===== src/rtl/actuation_driver.sv =====
// actuation_driver: merges redundant unit votes with manual demand, filters, seals in and drives actuators.
//   Macro ACT_FEEDBACK_EN enables actuator position-feedback supervision (fault outputs).
//   Ports:
//     clk         in   system clock, rising edge
//     rst_n       in   asynchronous active-low reset
//     votes_a     in   [NDEV] unit A votes, bit [NDEV-1-d] = device d
//     votes_b     in   [NDEV] unit B votes, same packing as votes_a
//     manual_act  in   [NDEV] manual actuation level, bit [d] = device d
//     reset_req   in   operator actuation reset level, all devices
//     fb_pos      in   [NDEV] in-position feedback, bit [d] = device d (feedback build only)
//     act_out     out  [NDEV] actuator command, registered
//     sealed      out  [NDEV] device in ACT state, registered
//     fault       out  [NDEV] sticky feedback fault, registered (0 without ACT_FEEDBACK_EN)
module actuation_driver #(
    parameter int NDEV       = 2,
    parameter int PERSIST    = 3,
    parameter int FB_TIMEOUT = 16
) (
    input  logic            clk,
    input  logic            rst_n,
    input  logic [NDEV-1:0] votes_a,
    input  logic [NDEV-1:0] votes_b,
    input  logic [NDEV-1:0] manual_act,
    input  logic            reset_req,
    input  logic [NDEV-1:0] fb_pos,
    output logic [NDEV-1:0] act_out,
    output logic [NDEV-1:0] sealed,
    output logic [NDEV-1:0] fault
);
    typedef enum logic [1:0] {S_IDLE, S_ARM, S_ACT} state_t;
    localparam logic [7:0] P8 = 8'(PERSIST);
`ifdef ACT_FEEDBACK_EN
    localparam logic [15:0] T16 = 16'(FB_TIMEOUT);
`else
    logic w_unused_fb;
    assign w_unused_fb = ^fb_pos;
`endif
    for (genvar d = 0; d < NDEV; d++) begin : g_dev
        state_t     r_state;
        logic [7:0] r_cnt;
        logic       r_act;
        logic       w_auto;
        logic       w_man;
        logic       w_go_act;
        logic       w_release;
        assign w_auto    = votes_a[NDEV-1-d] | votes_b[NDEV-1-d];
        assign w_man     = manual_act[d];
        // r_cnt is always 0 in IDLE, so one compare covers both IDLE (PERSIST==1) and ARM.
        assign w_go_act  = w_man | (w_auto & (r_cnt + 8'd1 == P8));
        assign w_release = reset_req & ~w_auto & ~w_man;
        always_ff @(posedge clk or negedge rst_n) begin
            if (!rst_n) begin
                r_state <= S_IDLE;
                r_cnt   <= 8'd0;
                r_act   <= 1'b0;
            end else begin
                case (r_state)
                    S_IDLE, S_ARM: begin
                        r_cnt   <= w_auto ? r_cnt + 8'd1 : 8'd0;
                        r_act   <= w_go_act;
                        r_state <= w_go_act ? S_ACT : (w_auto ? S_ARM : S_IDLE);
                    end
                    S_ACT: begin
                        if (w_release) begin
                            r_state <= S_IDLE;
                            r_cnt   <= 8'd0;
                            r_act   <= 1'b0;
                        end
                    end
                    default: begin
                        r_state <= S_IDLE;
                        r_cnt   <= 8'd0;
                        r_act   <= 1'b0;
                    end
                endcase
            end
        end
        assign act_out[d] = r_act;
        assign sealed[d]  = r_act;
`ifdef ACT_FEEDBACK_EN
        logic [15:0] r_tmr;
        logic [15:0] r_stk;
        logic        r_frz;
        logic        r_fault;
        always_ff @(posedge clk or negedge rst_n) begin
            if (!rst_n) begin
                r_tmr   <= 16'd0;
                r_stk   <= 16'd0;
                r_frz   <= 1'b0;
                r_fault <= 1'b0;
            end else begin
                if (r_state != S_ACT && w_go_act) begin
                    r_tmr <= 16'd0;
                    r_frz <= 1'b0;
                end else if (r_state == S_ACT) begin
                    // Once the actuator reports in position the travel timer stops for good.
                    if (fb_pos[d]) begin
                        r_frz <= 1'b1;
                    end else if (!r_frz && r_tmr != T16) begin
                        r_tmr <= r_tmr + 16'd1;
                        if (r_tmr + 16'd1 == T16) r_fault <= 1'b1;
                    end
                end
                // Position reported while idle means a stuck actuator.
                r_stk <= (r_state == S_IDLE && fb_pos[d]) ? (r_stk == T16 ? r_stk : r_stk + 16'd1) : 16'd0;
                if (r_state == S_IDLE && fb_pos[d] && r_stk + 16'd1 == T16) r_fault <= 1'b1;
                if (r_state == S_IDLE && reset_req && !fb_pos[d]) r_fault <= 1'b0;
            end
        end
        assign fault[d] = r_fault;
`else
        assign fault[d] = 1'b0;
`endif
    end
endmodule

===== config.mk =====
export PLATFORM = sky130hd
export DESIGN_NAME = actuation_driver
export DESIGN_NICKNAME = d
export VERILOG_FILES = /design/src/rtl/actuation_driver.sv
export SDC_FILE = /design/constraint.sdc
export NUM_CORES = 1
export LEC_CHECK = 0
export CAP_MARGIN = 15
export CORE_ASPECT_RATIO = 1.25
export CORE_MARGIN = 5
export CORE_UTILIZATION = 60
export CTS_BUF_LIST = sky130_fd_sc_hd__clkbuf_8
export DETAILED_ROUTE_END_ITERATION = 10
export PLACE_DENSITY = 0.86
export SKIP_CTS_REPAIR_TIMING = 1
export SYNTH_ARGS = -nofsm -noshare
export SYNTH_HDL_FRONTEND = slang
export SYNTH_SLANG_ARGS = --single-unit
export TNS_END_PERCENT = 5

===== constraint.sdc =====
create_clock -name clk -period 4.1 [get_ports clk]
set_input_delay 0.41 -clock clk [delete_from_list [all_inputs] [get_ports clk]]
set_output_delay 0.41 -clock clk [all_outputs]
set_load 0.03 [all_outputs]

== Word level (Yosys, flattened, before mapping) ==
Index checks and enable logic that the tools add are counted.

* Register bits after elaboration: 22
* Output and inout bits: 6
* Input bits: 11
* Logic and storage cells: 52

* Reduce and logical (&&, ||, !) cells: 4
* Muxes and demuxes: 18
* Add/subtract/negate cells: 2
* Equal/unequal tests: 8
* Bitwise gates (word level): 14

{| class="wikitable"
|+ Operators by type and width
! kind !! number
|-
| $mux W8 || 4
|-
| $pmux W8 S2 || 2
|-
| $add A8 B1 Y8 const B || 2
|-
| $eq A8 B2 Y1 const B || 2
|-
| $mux W2 || 4
|-
| $pmux W2 S2 || 2
|-
| $and A1 B1 Y1 || 6
|-
| $eq A2 B1 Y1 const B || 2
|-
| $eq A2 B2 Y1 const B || 2
|-
| $logic_not A2 Y1 || 2
|-
| $mux W1 || 4
|-
| $ne A2 B2 Y1 const B || 2
|-
| $not A1 Y1 || 4
|-
| $or A1 B1 Y1 || 4
|-
| $pmux W1 S2 || 2
|-
| $reduce_or A2 Y1 || 2
|}

== Logic depth before layout (Yosys ltp) ==
* Depth after elaboration: 6
* Gate-level depth with buffers: 7
* Depth with buffers taken out: 6

== Worst setup path after synthesis ==
OpenSTA, ideal clock, no wires.

* Kind: register -> register
* From: register g_dev[1].r_cnt[0]
* To: register g_dev[1].r_state[0]
* Buffers on the path: 1
* Stages on the path, launching flop included: 8
* Setup slack: 2,441 ps
* Clock period less this slack: 1,659 ps
* Arrival: 1,593 ps
* Data required time: 4,034 ps
* Setup time: 66 ps
* Path through: dfrtp_1 -> ha_1 -> buf_6 -> and3_1 -> o2111a_1 -> a22o_1 -> a21oi_2 -> and2_1

* Longest elaborated chain between the ends: 6

{| class="wikitable"
|+ Ends and longest elaborated chain
! item !! RTL line !! RTL
|-
| start, declared || 40 || <nowiki>logic [7:0] r_cnt;</nowiki>
|-
| start signal, assigned || 59 || <nowiki>r_cnt <= w_auto ? r_cnt + 8'd1 : 8'd0;</nowiki>
|-
| $add A8 B1 Y8 || 49 || <nowiki>assign w_go_act = w_man | (w_auto & (r_cnt + 8'd1 == P8));</nowiki>
|-
| $eq A8 B2 Y1 || 49 ||
|-
| $and A1 B1 Y1 || 49 ||
|-
| $or A1 B1 Y1 || 49 ||
|-
| $mux W2 || 61 || <nowiki>r_state <= w_go_act ? S_ACT : (w_auto ? S_ARM : S_IDLE);</nowiki>
|-
| $pmux W2 S2 || 57 || <nowiki>case (r_state)</nowiki>
|-
| end signal, assigned || 61 ||
|-
| end, declared || 39 || <nowiki>state_t r_state;</nowiki>
|}

Every way passes these cells.
A chain may end at the register's enable or synchronous reset.

== Final worst setup path ==
* From: register g_dev[0].r_cnt[0]
* To: register g_dev[0].r_state[1]

* Longest elaborated chain between the ends: 6

{| class="wikitable"
|+ Ends and longest elaborated chain
! item !! RTL line
|-
| start, declared || 40
|-
| start signal, assigned || 59
|-
| $add A8 B1 Y8 || 49
|-
| $eq A8 B2 Y1 || 49
|-
| $and A1 B1 Y1 || 49
|-
| $or A1 B1 Y1 || 49
|-
| $mux W2 || 61
|-
| $pmux W2 S2 || 57
|-
| end signal, assigned || 61
|-
| end, declared || 39
|}

Every way passes these cells.

==> summary by stage <==
STA
The share of the cycle needed by the critical path after routing is 44.9%. The shortest period the worst path allows is 1.84 ns. Setup repair after global routing left no endpoint under its margin. Between clock sinks in the finished design, the worst skew comes to 0.00121 ns. The number of endpoints with negative hold slack in the final report was 0. At the pin with the least slew margin, the transition time is 0.885 ns.

The final-report setup violation count is 0. The maximum clock frequency is 544 MHz. Headroom to the max-slew limit came out at 40.8%. The setup TNS after final layout is 0 ns. The number of pins exceeding their max-slew limit in the final report came to 0.

Floorplan
Once the floorplan was initialized, standard cells occupied 62.5% of the core. The area enclosed by the die boundary is 3050 um2. The die is 50.4 um wide. The total area inside the core boundary comes to 1960 um2.

The number of placement rows is 18. The number of I/O pins is 17. The y dimension of the die is 60.5 um.

Place
The final weighted congestion of routability-driven global placement is 0.831. During placement, the flow inserted port buffers numbering 12. The detailed-placement wirelength estimate is 1800 um.

Drt
The total wire length is 2430 um. The length of the first detailed-routing pass in iterations is 4. In the final routed layout, each cell accounts on average for 15.0 um. The routed via count is 995. The via density per instance is 6.14. The residual DRC count is 0. The residual antenna-violating net count after detailed routing is 0. The first routing iteration left 34 violations.

Power and ir drop
The cell-internal power is 0.421 mW. The switching power summed over all nets is 0.259 mW. Per report_power, the combinational group accounts for 35.7% of the total. The part of the power in the clock network is 21.7%. The worst-case IR drop observed on VDD is 0.430 mV. Sequential cells burn 42.5% of the power. The design draws 0.680 mW. Net switching is 38.1% of the power. The leakage power of the design is 0.568 nW.

For this design the ratio of total power to cell area is 506 nW/um2.

Clocking
The total CTS buffers is 3. The clock sink total is 20. The buffer cell driving the clock tree root is clkbuf_8.

The count of H-tree levels built during CTS is 1. After clock tree synthesis, the clock-pin slew on the worst setup and hold paths is 0.07 ns. TritonCTS built the clock tree.

The clock reaches the later pin of the worst-skew pair after 0.25 ns. The maximum number of buffers from clock root to sink is 2.

Logic synthesis
After synthesis, the most frequently instantiated cells are 20 x dfrtp_1, 20 x o21ai_0, 11 x nand2_1, 11 x nor2_1. The fraction of registers with async set or reset after synthesis is 100%. The yosys synthesis warning count is 0. Sequential elements use 40.9% of the synthesized area.

In this run, distinct cell masters in the synthesized netlist total 40. The post-synthesis cell type with the largest combined area is dfrtp_1. The most used flip-flop cell after synthesis is dfrtp_1. The share of synthesized area in the top cell type comes to 40.9%.

Summing every instance area after synthesis gives 1220 um2. The cell count after synthesis is 138. In the post-synthesis netlist, the biggest area contributors are dfrtp_1 41%, o21ai_0 8.2%, buf_4 4.3%, ha_1 4.1%, nand2_1 3.4%. The flop and latch count out of synthesis is 20. Counting flops with a built-in enable in the synthesized netlist gives 0. The mean post-synth cell area is 8.87 um2.

Critical path
At the worst endpoint, the arrival time is 2.03 ns. STA puts the critical path data required time at 4.29 ns. STA classifies the critical path startpoint as a flip-flop. The class of the most critical setup path is flip-flop to flip-flop. The launch instance of the worst register-to-register path is g_dev[0].r_cnt[0]. For flop-to-flop paths, the worst setup slack is 2.26 ns. The slowest stage cell on the critical path is dfrtp_1. The endpoint identified for the worst register-to-register timing path is g_dev[0].r_state[1]. In this design, the stage delay of the slowest critical-path cell is 0.46 ns. The critical path goes through ha_1, a21boi_1, a21oi_1, o32a_1, a211oi_2, o31a_1.

The number of cells on the worst reg-to-reg path is 6. The largest fanout on the critical path is 7. The worst setup path is captured at a flip-flop.

Finish
The area added between synthesis and finish is 9.71%. The final net count is 158. The repair_antennas step left the layout with diodes totalling 0. After filler insertion, the fill cell instance count of the layout stands at 154. The share of layout cells above drive strength 1 is 6.34%.

Worst hold path
The worst hold path begins at g_dev[1].r_cnt[7]. In this run the worst hold path is classified as flip-flop to flip-flop. Counting instances, the worst hold path has a depth of 1. The endpoint with the worst hold slack is g_dev[1].r_cnt[7].

Global route
The via count of the first global-routing pass is 948. Global routing used 18.2% of the available tracks. The first-pass GRT wire length is 4370 um. Entering global routing, the biggest net connects 21 pins. The initial antenna violation count is 0. The overall overflow remaining after global route is 0.

Run
Across the run, the number of max-cap violations was 0.

Run status
The flow ran to the end, and the final reports show no timing, DRC or antenna violations.
[worst max-delay path, delay by kind of cell (launching register included)]
kind | cells | cell delay [ns]
AO/OA/AOI/OAI | 5 | 1.01
adder cells (fa/ha/maj) | 1 | 0.31
flip-flops | 1 | 0.46
[worst max-delay path by stage]
stage                 startpoint                   to  depth (start not counted)
2_1_floorplan  g_dev[1].r_cnt[0]  g_dev[1].r_state[0]                          7
3_3_place_gp          votes_b[0]    g_dev[1].r_cnt[7]                          5
3_5_place_dp          votes_b[0]    g_dev[1].r_cnt[7]                          5
4_1_cts        g_dev[0].r_cnt[0]  g_dev[0].r_state[1]                          6
5_1_grt        g_dev[0].r_cnt[0]  g_dev[0].r_state[1]                          6
6_report       g_dev[0].r_cnt[0]  g_dev[0].r_state[1]                          6
[cell families (layout without fill, tap and decap cells)]
| group | after synthesis | after routing | share of synthesized area [%] |
|---|---|---|---|
| xor gates and xnor gates | 6 | 6 | 4.30 |
| and+or+nand+nor | 48 | 48 | 19.8 |
| other | 1 | 2 | 0.306 |
| buffers and inverters | 18 | 21 | 8.49 |
| DFF | 20 | 20 | 40.9 |
| adders and majority gates | 4 | 4 | 4.09 |
| AOI/OAI and AO/OA | 41 | 41 | 22.1 |
[cells in the final DEF (no fill, tap or decap), drive strengths merged]
master,n
o41ai,2
o31ai,4
xnor2,3
nor2b,2
clkdlybuf4s50,12
nand2,11
nand4,1
o21ai,20
a311oi,1
o21bai,2
a211oi,1
clkbuf,4
or4,1
o31a,1
xor2,3
a21oi,2
a31oi,3
dfrtp,20
and2,2
a21boi,1
nand2b,1
and3,3
nand3,7
nor3b,1
ha,4
o32a,1
conb,2
nor2,11
inv,5
or2b,1
or2,1
nor4b,1
nor3,5
o2111a,1
o211ai,1
a22o,1
[flip-flops by register name, summed over array words and instances, names as in the netlist]
name / flops
g_dev.r_cnt: 16
g_dev.r_state: 4
[routing by layer]
metal / part of all wire (%) / track usage [%] / wire length (um) / vias to the layer above
met5: 0 / 0 / 0 / -
met4: 0.66 / 6.20 / 16 / 0
met3: 4.1 / 2.95 / 100 / 2
met2: 55 / 33.6 / 1350 / 20
met1: 40 / 21.4 / 971 / 481
li1: - / - / - / 492
[per-stage QoR]
stage / setup WS (ns) / instance area, um2 / cells / hold WS, ns / util [%]
floorplan: 2.44 / 1230 / 139 / 0.114 / -
global placement: 2.17 / 1290 / 158 / 0.498 / 65.7
detailed placement: 2.08 / 1290 / 158 / 0.518 / 65.7
CTS: 2.27 / 1340 / 162 / 0.528 / 68.5
global route: 2.12 / 1340 / 162 / 0.551 / 68.5
finish: 2.26 / 1340 / 162 / 0.527 / 68.5
[final cells by class]
type | count | area, um2 | area share (%)
clock buffers | 4 | 55.1 | 4.10
inverters | 5 | 18.8 | 1.40
multi-input cells | 101 | 623 | 46.4
flip-flops and latches | 20 | 500 | 37.3
well taps | 20 | 25.0 | 1.86
repair buffers | 12 | 120 | 8.95
[power groups by stage]
stage | combinational [mW] | clock, mW | sequential [mW]
2_1_floorplan | 0.203 | 0 | 0.277
4_1_cts | 0.245 | 0.151 | 0.289
3_3_place_gp | 0.237 | 0 | 0.288
5_1_grt | 0.269 | 0.163 | 0.299
6_report | 0.243 | 0.148 | 0.289
3_5_place_dp | 0.245 | 0 | 0.292
Note: power is estimated with default switching activity, not from simulation.
==> RTL change, RTL diff (same settings) <==
Register the output `sealed` once more, cleared by the reset; this adds one clock of latency there. The other outputs are not delayed to match. Comments in the files are not updated.
--- a/src/rtl/actuation_driver.sv
+++ b/src/rtl/actuation_driver.sv
@@ -29,6 +29,8 @@
 );
     typedef enum logic [1:0] {S_IDLE, S_ARM, S_ACT} state_t;
     localparam logic [7:0] P8 = 8'(PERSIST);
+
+    logic [NDEV-1:0] sealed_d;
 `ifdef ACT_FEEDBACK_EN
     localparam logic [15:0] T16 = 16'(FB_TIMEOUT);
 `else
@@ -76,7 +78,7 @@
             end
         end
         assign act_out[d] = r_act;
-        assign sealed[d]  = r_act;
+        assign sealed_d[d]  = r_act;
 `ifdef ACT_FEEDBACK_EN
         logic [15:0] r_tmr;
         logic [15:0] r_stk;
@@ -112,4 +114,12 @@
         assign fault[d] = 1'b0;
 `endif
     end
+    always_ff @(posedge clk or negedge rst_n) begin
+        if (!rst_n) begin
+            sealed <= '0;
+        end else begin
+            sealed <= sealed_d;
+        end
+    end
+
 endmodule
Function: changed (Yosys sat finds a counterexample within 4 cycles, from zero or initial values and one cycle with rst_n low).
==> RTL change against the unedited design <==
Register-to-register slack improved by 180 ps. Sequential cell count increased by 2. Area after synthesis up 4.6%. Total power increased by 3.9%. Wire length is 4.4% lower. Setup slack improved by 20 ps. Cell area grew 5.1%.
==> RTL change: results (changes against the unedited design) <==
Parameter                              Value

Yosys
  Post-synthesis xor/xnor area fraction    0.0684 (+0.0255)
  Number of warning messages in the yosys log    0 (unchanged)
  Ranking of synthesized cells by instance count    22 x dfrtp_1, 19 x o21ai_0, 13 x nand2_1
  Post-synthesis share of cell area spent on full adders, half adders and majority gates    0.0391 (-0.00180)
  Part of the Yosys area used for sequential elements    0.430 (+0.0211)
  Netlist cell types    35 (-13%)
  Most area-consuming cells after synthesis    dfrtp_1 43%, o21ai_0 7.4%, o31ai_1 4.7%
  Syn avg cell area    9.34 sq um (+5.4%)
  Ys async rst share    1.00 (unchanged)
  Area fraction in compound gates after synthesis    0.222 (+0.00104)

Clock network
  CTS Root Buffer Type    clkbuf_8
  Clk pin slew, worst setup/hold paths    70 ps (about the same)
  CTS HTree Levels    1 (unchanged)
  Later-pin clock latency in the skew report    approximately 260 ps
  Num CTS Buffers    3 (unchanged)

Power
  Maximum resistive drop on vdd    0.384 mV (-11%)
  Lkg Pwr    0.600 nW (+5.6%)

Worst setup path
  End point of the critical path    g_dev[1].r_cnt[5]
  Launch point of the critical path    votes_b[0]
  Arrival time worst endpoint    1930 ps (-100 ps)
  Max incr delay on CP    710 ps (+250 ps)
  Highest net fanout along the worst path    13 (+6)
  Worst reg2reg path depth    5 (-1)
  Slack of the worst reg-to-reg path    2440 ps (+180 ps)
  Worst reg2reg endpoint    g_dev[1].r_act
  Cell family with the largest share of critical-path delay    compound AO/OA/AOI/OAI gates
  Slowest library cell on the worst path    o21bai_1
  Reg2Reg Launch Point    g_dev[1].r_cnt[0]

Hold path
  Startpoint of the most critical hold path    g_dev[1].r_act
  HP Class    reg -> reg
  Hold-critical path endpoint    sealed[1]
  Hold Path Stages    0 (-1)

GRT
  GR Util met2    0.346 (+0.0105)
  Global-route met3 utilization    0.0291 (-0.000428)
  First-pass GRT wire length    4240 um (-3.2%)
  Pin count of the biggest net entering global routing    23 (+9.5%)
  Met1 usage in global routing    0.182 (-0.0324)
  Via count of the first global-routing pass    989 (+4.3%)
  Total routing usage reported by global routing    0.178 (-0.00413)

Placed design
  DP Wirelength    1730 um (-3.9%)
  Gpl congestion    0.781 (-6.0%)
  Placement Setup Slack    2040 ps (-42.4 ps)
  Number of placed cells counting well taps    158 (unchanged)

Routing
  Sum of met3 wire segment lengths after detailed routing    77 um (-23%)
  Number of detailed-route iterations in the first pass    4 (unchanged)
  Aggregate routed wire length    2330 um (-4.4%)
  Length of routed wiring on met1    930 um (-4.2%)
  Detailed-route DRC error count    0 (unchanged)
  Number of DRC markers after the initial detailed-route iteration    9 (-74%)
  Routed via count    1007 (+1.2%)
  Routed met2 length    1260 um (-6.5%)

STA
  Final period utilization    0.444 (-0.00488)
  Worst-margin pin slew    978 ps (+93.7 ps)
  Skew final    1.55 ps (+0.341 ps)

Run status
  Outcome    finished clean

Cells and area
  Share of layout cells above drive strength 1    0.0634 (unchanged)
  Final Non-Filler Cells    162 (unchanged)
  Registers with the most flip-flops    g_dev.r_cnt: 16 flops, g_dev.r_state: 3 flops, sealed: 2 flops
  Diodes inserted    0 (unchanged)
[RTL change: cell count changes in the layout (fill, tap and decap cells not counted), moves of 3 or more]
cell	delta
and4_1	+4
nor2_1	-5
nor3_1	-5
o31ai_1	+4
xor2_1	+3
a21oi_1	+3
[RTL change: layout make-up]
type | instances | area [sq um]
Inverter | 6 | 22.5
Timing Repair Buffer | 12 | 120
Fill cell | 167 | 593
Clock buffer | 4 | 55.1
Tap cell | 20 | 25.0
Sequential cell | 22 | 551
Multi-Input combinational cell | 98 | 638
[RTL change: report_power, final]
| group | internal [W] | switching, W |
|---|---|---|
| sequential | 0.000261 | 0.0000483 |
| clock | 0.0000855 | 0.0000657 |
| combinational | 0.0000972 | 0.000149 |
[RTL change: through the flow]
stage / cell area [sq um] / hold WS [ps]
2_1_floorplan: 1280 / 114
3_3_place_gp: 1360 / 434
3_5_place_dp: 1360 / 439
4_1_cts: 1410 / 455
5_1_grt: 1410 / 482
6_report: 1410 / 453
